==> config.mk <==
export PLATFORM = sky130hd
export DESIGN_NAME = voice_scheduler
export DESIGN_NICKNAME = d
export VERILOG_FILES = /design/src/rtl/synth_pkg.sv /design/src/rtl/tuning_update_fifo.sv /design/src/rtl/voice_scheduler.sv
export SDC_FILE = /design/constraint.sdc
export NUM_CORES = 1
export LEC_CHECK = 0
export ABC_CLOCK_PERIOD_IN_PS = 3400
export CAP_MARGIN = 20
export CORE_ASPECT_RATIO = 0.5
export CORE_MARGIN = 3
export CORE_UTILIZATION = 40
export CTS_BUF_LIST = sky130_fd_sc_hd__clkbuf_16
export DETAILED_ROUTE_END_ITERATION = 7
export MAX_ROUTING_LAYER = met4
export SYNTH_ARGS = -nofsm -noshare
export SYNTH_HDL_FRONTEND = slang
export SYNTH_SLANG_ARGS = --single-unit
export TNS_END_PERCENT = 20
==> constraint.sdc <==
create_clock -name i_clk -period 3.4 [get_ports i_clk]
set_clock_uncertainty 0.05 [all_clocks]
set_input_delay 0.68 -clock i_clk [delete_from_list [all_inputs] [get_ports i_clk]]
set_output_delay 0.68 -clock i_clk [all_outputs]
set_load 0.02 [all_outputs]
==> src/rtl/synth_pkg.sv <==
// Shared synth-engine types: voice/tuning widths, the DDS pipeline-state codes
// and the tuning-update record carried from the SPI decoder to the DDS.
package synth_pkg;

   localparam int VOICE_W  = 8;
   localparam int TUNING_W = 32;

   localparam logic [1:0] PS_READ    = 2'd0;
   localparam logic [1:0] PS_COMPUTE = 2'd1;
   localparam logic [1:0] PS_UPDATE  = 2'd2;
   localparam logic [1:0] PS_IDLE    = 2'd3;

   // Encodings equal the pipeline-state codes so the state register drives the DDS directly.
   typedef enum logic [1:0] {
      ST_S0   = PS_READ,
      ST_S1   = PS_COMPUTE,
      ST_S2   = PS_UPDATE,
      ST_IDLE = PS_IDLE
   } sched_state_t;

   typedef struct packed {
      logic [VOICE_W-1:0]  voice;
      logic [TUNING_W-1:0] tuning;
   } upd_entry_t;

endpackage

==> src/rtl/tuning_update_fifo.sv <==
// Tuning-update FIFO with registered ready and a look-ahead head for the releaser.
// Define VOICE_SCHED_COALESCE_EN to merge a push into a queued entry for the same voice.
module tuning_update_fifo
   import synth_pkg::*;
#(
   parameter int DEPTH = 4
) (
   input  logic                      i_clk,
   input  logic                      i_reset,
   input  logic                      i_push_valid,
   input  upd_entry_t                i_push_entry,
   input  logic                      i_pop,
   output logic                      o_ready,
   output logic [$clog2(DEPTH):0]    o_level,
   output logic [$clog2(DEPTH):0]    o_level_next,
   output upd_entry_t                o_head_next
);

   localparam int AW = $clog2(DEPTH);
   localparam int LW = AW + 1;

   upd_entry_t    mem [DEPTH];
   logic [AW-1:0] rd_ptr, wr_ptr, rd_ptr_next, waddr, match_idx;
   logic [LW-1:0] level;
   logic          ready_q, accept, alloc, match;

   assign accept = i_push_valid && ready_q;

`ifdef VOICE_SCHED_COALESCE_EN
   // The head being popped this cycle is leaving, so it never absorbs a push.
   always_comb begin
      logic [AW-1:0] off;
      // NOTE: every always_comb output gets a default first so no path infers a latch.
      match     = 1'b0;
      match_idx = '0;
      off       = '0;
      for (int i = 0; i < DEPTH; i++) begin
         off = AW'(i) - rd_ptr;
         if (!match && ({1'b0, off} < level) && !(i_pop && (AW'(i) == rd_ptr))
             && (mem[i].voice == i_push_entry.voice)) begin
            match     = 1'b1;
            match_idx = AW'(i);
         end
      end
   end
`else
   assign match     = 1'b0;
   assign match_idx = '0;
`endif

   assign alloc        = accept && !match;
   assign waddr        = match ? match_idx : wr_ptr;
   assign rd_ptr_next  = rd_ptr + AW'(i_pop);
   assign o_level_next = level + LW'(alloc) - LW'(i_pop);
   assign o_head_next  = (accept && (waddr == rd_ptr_next)) ? i_push_entry : mem[rd_ptr_next];
   assign o_level      = level;
   assign o_ready      = ready_q;

   always_ff @(posedge i_clk or posedge i_reset) begin
      if (i_reset) begin
         rd_ptr  <= '0;
         wr_ptr  <= '0;
         level   <= '0;
         ready_q <= 1'b1;
      end else begin
         // NOTE: sequential state uses non-blocking assignments so every register samples pre-edge values.
         rd_ptr  <= rd_ptr_next;
         if (alloc) wr_ptr <= wr_ptr + AW'(1);
         level   <= o_level_next;
         ready_q <= (o_level_next != LW'(DEPTH));
      end
   end

   // NOTE: storage is deliberately not reset; the pointers and level define which entries are live.
   always_ff @(posedge i_clk) begin
      if (accept) mem[waddr] <= i_push_entry;
   end

endmodule

==> src/rtl/voice_scheduler.sv <==
// Per-sample voice sequencer for the DDS pipeline plus one-per-slot tuning-update release.
// Optional VOICE_SCHED_COALESCE_EN enables same-voice update merging in the FIFO.
module voice_scheduler
   import synth_pkg::*;
#(
   parameter int NUM_VOICES = 64,
   parameter int SAMPLE_DIV = 1042,
   parameter int FIFO_DEPTH = 4
) (
   input  logic                          i_clk,
   input  logic                          i_reset,
   input  logic                          i_enable,
   input  logic                          i_upd_valid,
   input  logic [TUNING_W-1:0]           i_upd_tuning,
   input  logic [VOICE_W-1:0]            i_upd_voice,
   output logic                          o_upd_ready,
   output logic [VOICE_W-1:0]            o_voice_index,
   output logic [1:0]                    o_pipeline_state,
   output logic                          o_dds_flag,
   output logic [TUNING_W-1:0]           o_dds_tuning,
   output logic [VOICE_W-1:0]            o_dds_voice,
   output logic                          o_phase_strobe,
   output logic                          o_frame_start,
   output logic                          o_frame_done,
   output logic                          o_overrun,
   output logic [$clog2(FIFO_DEPTH):0]   o_fifo_level
);

   localparam int DIV_W = (SAMPLE_DIV > 1) ? $clog2(SAMPLE_DIV) : 1;
   localparam int LW    = $clog2(FIFO_DEPTH) + 1;

   logic [DIV_W-1:0]   div_cnt;
   logic               tick, last_slot, release_next;
   sched_state_t       state, state_next;
   logic [VOICE_W-1:0] voice, voice_next;
   logic [LW-1:0]      level_next;
   upd_entry_t         push_entry, head_next;

   assign tick      = (div_cnt == DIV_W'(SAMPLE_DIV - 1));
   assign last_slot = (state == ST_S2) && (voice == VOICE_W'(NUM_VOICES - 1));

   always_comb begin
      state_next = state;
      voice_next = voice;
      unique case (state)
         ST_IDLE: if (tick && i_enable) begin
            state_next = ST_S0;
            voice_next = '0;
         end
         ST_S0:   state_next = ST_S1;
         ST_S1:   state_next = ST_S2;
         ST_S2:   if (last_slot) begin
            state_next = ST_IDLE;
         end else begin
            state_next = ST_S0;
            voice_next = voice + VOICE_W'(1);
         end
         default: state_next = ST_IDLE;
      endcase
   end

   // The release decision is made one cycle early so the strobe is a flop that rises with S0.
   assign release_next = (state_next == ST_S0) && (level_next != '0);
   assign push_entry   = '{voice: i_upd_voice, tuning: i_upd_tuning};

   tuning_update_fifo #(.DEPTH(FIFO_DEPTH)) u_fifo (
      .i_clk        (i_clk),
      .i_reset      (i_reset),
      .i_push_valid (i_upd_valid),
      .i_push_entry (push_entry),
      .i_pop        (o_dds_flag),
      .o_ready      (o_upd_ready),
      .o_level      (o_fifo_level),
      .o_level_next (level_next),
      .o_head_next  (head_next)
   );

   always_ff @(posedge i_clk or posedge i_reset) begin
      if (i_reset) begin
         div_cnt        <= '0;
         state          <= ST_IDLE;
         voice          <= '0;
         o_frame_start  <= 1'b0;
         o_frame_done   <= 1'b0;
         o_phase_strobe <= 1'b0;
         o_overrun      <= 1'b0;
         o_dds_flag     <= 1'b0;
         o_dds_tuning   <= '0;
         o_dds_voice    <= '0;
      end else begin
         div_cnt        <= tick ? '0 : div_cnt + DIV_W'(1);
         state          <= state_next;
         voice          <= voice_next;
         o_frame_start  <= (state == ST_IDLE) && (state_next == ST_S0);
         o_frame_done   <= last_slot;
         o_phase_strobe <= (state_next == ST_S2);
         o_overrun      <= o_overrun || (tick && (state != ST_IDLE));
         o_dds_flag     <= release_next;
         if (release_next) begin
            o_dds_tuning <= head_next.tuning;
            o_dds_voice  <= head_next.voice;
         end
      end
   end

   assign o_voice_index    = voice;
   assign o_pipeline_state = state;

endmodule

### Yosys cells after proc, flatten, opt, wreduce, memory -nomap -nowiden

Memories as Yosys holds them, arrays and structs flattened. A register that Yosys moved wholly into a read port is not among the register bits.
Index checks and enable logic that the tools add are counted.

* $add $sub $neg: 6
* equal/unequal tests: 10
* multiplexer cells: 9
* reduce and logical (&&, ||, !) cells: 12

Operators with widths (number)
* 8-bit 2-to-1 mux: 2
* 8-bit case mux with 2 select lines: 1
* 11-bit by 1-bit adder with 11-bit output, second input constant: 1
* 11-bit equality test, second input constant: 1
* 11-bit 2-to-1 mux: 1
* 8-bit by 1-bit adder with 8-bit output, second input constant: 1
* 8-bit by 6-bit equality test with 1-bit output, second input constant: 1
* 2-bit case mux with 4 select lines: 1
* 2-bit equality test, second input constant: 3
* 1-bit logical AND: 6
* 2-bit != test, second input constant: 3
* 2-bit zero test: 2
* 2-bit 2-to-1 mux: 2
* 3-bit by 1-bit adder with 3-bit output: 1
* 3-bit != test, second input constant: 1
* 3-bit AND reduction: 1
* 3-bit nonzero test: 1
* 3-bit by 1-bit subtractor with 3-bit output: 1
* 2-bit by 1-bit adder with 2-bit output: 1
* 2-bit by 1-bit adder with 2-bit output, second input constant: 1
* 2-bit by 1-bit equality test with 1-bit output, second input constant: 1
* 1-bit 2-to-1 mux: 2
* 2-bit nonzero test: 1
* 1-bit logical OR: 1

* register bits after elaboration: 34
* RAM bits: 160
* input bits: 44
* output and inout port bits: 59
* word-level logic and storage cells: 50
* memories: 1

Memories
* u_fifo.mem: words 4, width 40, read ports 1, clocked after memory_dff 1, wr ports 1, RTL line tuning_update_fifo.sv:22 `upd_entry_t mem [DEPTH];`

### Longest topological paths before layout

* word-level depth: 6
* mapped depth: 11
* mapped depth without buffers: 9

### Hierarchy

From an unflattened synthesis, not the netlist that was laid out.

* cell total of the unflattened synthesis: 852
* area, all modules: 10991.8 µm²

By module, submodules not included
* tuning_update_fifo: times used 1, cells an instance 653, area an instance 8104.0 µm², sequential area each 5006.1 µm²
* voice_scheduler: times used 1, cells an instance 199, area an instance 2887.8 µm², sequential area each 1654.1 µm²

### Least setup slack after synthesis

OpenSTA, ideal clock, no wires.

* path kind: input port to flip-flop
* start: input i_upd_valid
* end: register o_dds_tuning[24] (read register of u_fifo.mem)
* library setup time: 103 ps
* data arrival time: 3197 ps
* data required time: 3247 ps
* path slack: 49 ps
* cell stages on the path: 11
* path buffers: 3
* cells stage by stage: nand2_1 > clkbuf_1 > inv_1 > ha_1 > fa_1 > xnor3_1 > o32ai_1 > or3_1 > buf_6 > buf_8 > o41ai_2

* longest elaborated chain between the ends: 5

Ends and longest elaborated chain
* start, declared: RTL line voice_scheduler.sv:13 `input logic i_upd_valid,`
* 1-bit logical AND: RTL line tuning_update_fifo.sv:27 `assign accept = i_push_valid && ready_q;`
* via u_fifo.accept: RTL line tuning_update_fifo.sv:25 `logic ready_q, accept, alloc, match;`
* 3-bit by 1-bit adder with 3-bit output: RTL line tuning_update_fifo.sv:54 `assign o_level_next = level + LW'(alloc) - LW'(i_pop);`
* 3-bit by 1-bit subtractor with 3-bit output: RTL line tuning_update_fifo.sv:54
* via level_next[2]: RTL line voice_scheduler.sv:36 `logic [LW-1:0] level_next;`
* 3-bit nonzero test: RTL line voice_scheduler.sv:63 `assign release_next = (state_next == ST_S0) && (level_next != '0);`
* 1-bit logical AND: RTL line voice_scheduler.sv:63
* end, declared: RTL line voice_scheduler.sv:20 `output logic [TUNING_W-1:0] o_dds_tuning,`

The timed path passes the listed nets, and every way through them passes these cells.
A chain may end at the register's enable or synchronous reset.

### Worst setup path in the final report

* start: register o_dds_flag
* end: register o_dds_voice[5] (read register of u_fifo.mem)

* longest elaborated chain between the ends: 3
* elaborated cells between the ends (all ways): 4
* classes of those cells: 2 x add/sub; 2 x reduce/logical

Ends and longest elaborated chain
* start, declared: RTL line voice_scheduler.sv:19 `output logic o_dds_flag,`
* start signal, assigned: RTL line voice_scheduler.sv:98 `o_dds_flag <= release_next;`
* 3-bit by 1-bit subtractor with 3-bit output: RTL line tuning_update_fifo.sv:54
* via level_next[2]: RTL line voice_scheduler.sv:36
* 3-bit nonzero test: RTL line voice_scheduler.sv:63
* 1-bit logical AND: RTL line voice_scheduler.sv:63
* end, declared: RTL line voice_scheduler.sv:21 `output logic [VOICE_W-1:0] o_dds_voice,`

The timed path passes the listed nets, and every way through them passes these cells.

==> impl_metrics.csv <==
group,metric,value,unit
detailed_routing,vias_per_cell,5.78,
detailed_routing,wl_per_cell,21.5,um
critical_path,crit_path_start_kind,"register",
clocking,cts_resized,0,
detailed_routing,vias,7725,
final_layout,final_cell_mix,"edfxtp_1, a21oi_1, clkdlybuf4s50_1, nand2_1",
yosys,seq_area_frac_synth,60.1,%
floorplanning,start_util,41.3,%
final_layout,layout_commonest_cell,"edfxtp_1",
critical_path,critPathCaptureType,"register",
final_layout,drive_gt1_share,12.5,%
sta,post-route-period-util,93.5,%
critical_path,crit_type,"reg -> reg",
critical_path,r2r_slack,0.22,ns
sta,drv_slew,0,
clocking,path_clk_slew,0.06,ns
final_layout,final.fill_count,2316,
sta,tightest_slew,0.893,ns
critical_path,slowest_stage,"xnor3_1",
sta,max_freq,315,MHz
detailed_routing,wirelength,28700,um
yosys,synth_area_leader_cell,"edfxtp_1",
pwr,peakVddDrop,0.296,mV
clocking,cts_setup_buffers,0,
placement,gp_congestion,0.812,
yosys,synth_area,0.0111,mm2
clocking,ctsHoldBuffers,0,
final_layout,area_growth,20.2,%
floorplanning,io_pins,103,
floorplanning,die-width,241,um
pwr,p_per_area,419,mW/mm2
sta,setup_viol,0,
clocking,cts_tree,"yes",
critical_path,endpoint,"o_dds_voice[5]",
grt,grt_util_all_layers,19.9,%
grt,antenna_found_initial,1,
detailed_routing,drt_iter0_drc,561,
detailed_routing,drc,0,
floorplanning,die_h,124,um
detailed_routing,drt_pass1_iterations,5,
yosys,synth_nets,923,
clocking,root_buffer,"clkbuf_16",
hold_path,min_path_type,"in -> async",
sta,rsz0062_at_grt,"no",
placement,placed_area,0.0126,mm2
floorplanning,rows,42,
yosys,synth_top_area_share,43.4,%
pwr,leakage,4.57,nW
floorplanning,core,0.0269,mm2
critical_path,rr_startpoint,"o_dds_flag",
floorplanning,dieArea,0.0299,mm2
final_layout,fin_nets,1000,
clocking,htree_num_levels,1,
final_layout,finalNonFillerCells,1337,
critical_path,crit_arrival,3.54,ns
yosys,ys_warn_count,0,
sta,hold_viol_final,0,
critical_path,critPathMaxStageDelay,0.46,ns
critical_path,crit_path_start,"o_dds_flag",
run_status,status,"finished clean",
sta,period_needed,3.18,ns
clocking,numCtsBuffers,23,
critical_path,path_cells,"ha_1, inv_1, ha_1, fa_1, xnor3_1, o32ai_4, or3_2, buf_12, o41ai_2",
yosys,synth_cells,868,
yosys,netlist_top_cells_area,"edfxtp_1, dfrtp_1, mux2i_1",
job,drv_cap,0,
yosys,synth_edf_count,160,
grt,grt_pass1_wl,44800,um
clocking,clkSinkCount,234,
clocking,clk_path_buf_depth,3,
grt,grt_max_degree,82,
critical_path,cpMostUsedCell,"ha_1",
critical_path,worstRegToRegCells,9,
clocking,clock_latency,0.53,ns
grt,overflow,0,
yosys,synth_ff_type,"edfxtp_1",
detailed_routing,antenna_left,0,
placement,portBuffers,102,
critical_path,required,3.77,ns
placement,dp_cells,1294,
critical_path,r2r-end,"o_dds_voice[5]",
critical_path,cp_max_fo,41,
yosys,syn_area_per_cell,12.8,um2
final_layout,final_cell_area,0.0133,mm2
yosys,ys_ff_latch,234,
grt,grt_pass1_vias,7969,
yosys,async_flop_share,31.6,%
yosys,synthDistinctLibCells,47,
sta,max_slew_margin,40.4,%
placement,dp_hpwl,15900,um
==> worst min-delay path by stage <==
stage,start,end,slack [ns],depth (start not counted)
finish,i_reset,div_cnt[9],0.41,2
global route,i_reset,div_cnt[9],0.44,2
CTS,i_reset,div_cnt[9],0.42,2
detailed placement,o_overrun,o_overrun,0.41,1
global placement,o_overrun,o_overrun,0.40,1
floorplan,u_fifo.rd_ptr[0],u_fifo.rd_ptr[0],0.41,1
==> registers in the layout, summed over array words and instances (netlist names), 2 cells and up <==
name,count
o_dds_tuning,32
u_fifo.rd_ptr,2
u_fifo.waddr,2
o_pipeline_state,2
u_fifo.mem,160
o_dds_voice,8
u_fifo.o_level,3
div_cnt,11
o_voice_index,8
==> area by class of cell <==
| class | count | area (um2) | area share, % |
|---|---|---|---|
| Antenna cell | 1 | 2.50 | 0.0188 |
| Timing Repair Buffer | 127 | 1310 | 9.83 |
| Sequential cell | 234 | 6660 | 50.0 |
| Clock buffer | 24 | 601 | 4.51 |
| Tap cell | 374 | 468 | 3.51 |
| Multi-Input combinational cell | 543 | 4110 | 30.9 |
| Inverter | 16 | 61.3 | 0.460 |
| Clock inverter | 18 | 105 | 0.789 |
==> routing by layer <==
metal  wire [um]  up-vias  global-route usage, %
met5           0        -                      -
met4         497        0                   4.62
met3        1800       52                   4.16
met2       13400      263                   32.0
met1       13000     3880                   26.2
li1            -     3530                      -
==> cells by family (layout without fill, tap and decap cells) <==
kind of cell | Yosys count | in the layout | share of synthesized area (%)
other | 0 | 1 | 0
adder cells (fa/ha/maj) | 11 | 11 | 1.31
multiplexers | 81 | 81 | 7.33
AND/OR/NAND/NOR | 215 | 215 | 10.9
flip-flops | 234 | 234 | 60.1
XOR/XNOR | 17 | 17 | 1.54
AO/OA/AOI/OAI | 219 | 219 | 15.2
buffers and inverters | 91 | 185 | 3.61
==> synth_stat cells, types with 8 or more instances <==
cell and instances:
clkbuf_1 61, o31ai_1 41, a21oi_1 123, nand3_1 8, and3_1 8, xnor2_1 10
nand2_1 89, ha_1 10, o41ai_2 39, nor2_1 17, edfxtp_1 160, dfrtp_1 71
or4_1 80, inv_1 12, mux2i_1 80
==> critical path, delay by kind of cell, from the launching register on <==
family | cells | cell delay (ns)
adder cells (fa/ha/maj) | 3 | 0.85
AO/OA/AOI/OAI | 2 | 0.50
XOR/XNOR | 1 | 0.46
flip-flops | 1 | 0.45
AND/OR/NAND/NOR | 1 | 0.45
buffers and inverters | 2 | 0.27
==> report_power, final <==
group,internal [mW],switching (mW)
Clock,1.35,1.08
Combinational,0.0473,0.0589
Sequential,3.05,0
Total,4.45,1.14
==> per-stage QoR <==
stage	total power, mW	util (%)	setup TNS, ns	hold slack (ns)	worst slack (ns)
finish	5.58	49.6	0	0.414	0.222
global route	5.76	49.6	0	0.435	0.113
CTS	5.64	49.6	0	0.417	0.220
detailed placement	3.21	47.0	-9.38	0.407	-0.295
global placement	3.21	47.0	-7.33	0.404	-0.204
floorplan	3.12	-	0	0.409	0.0490
(Power assumes the default switching activity.)
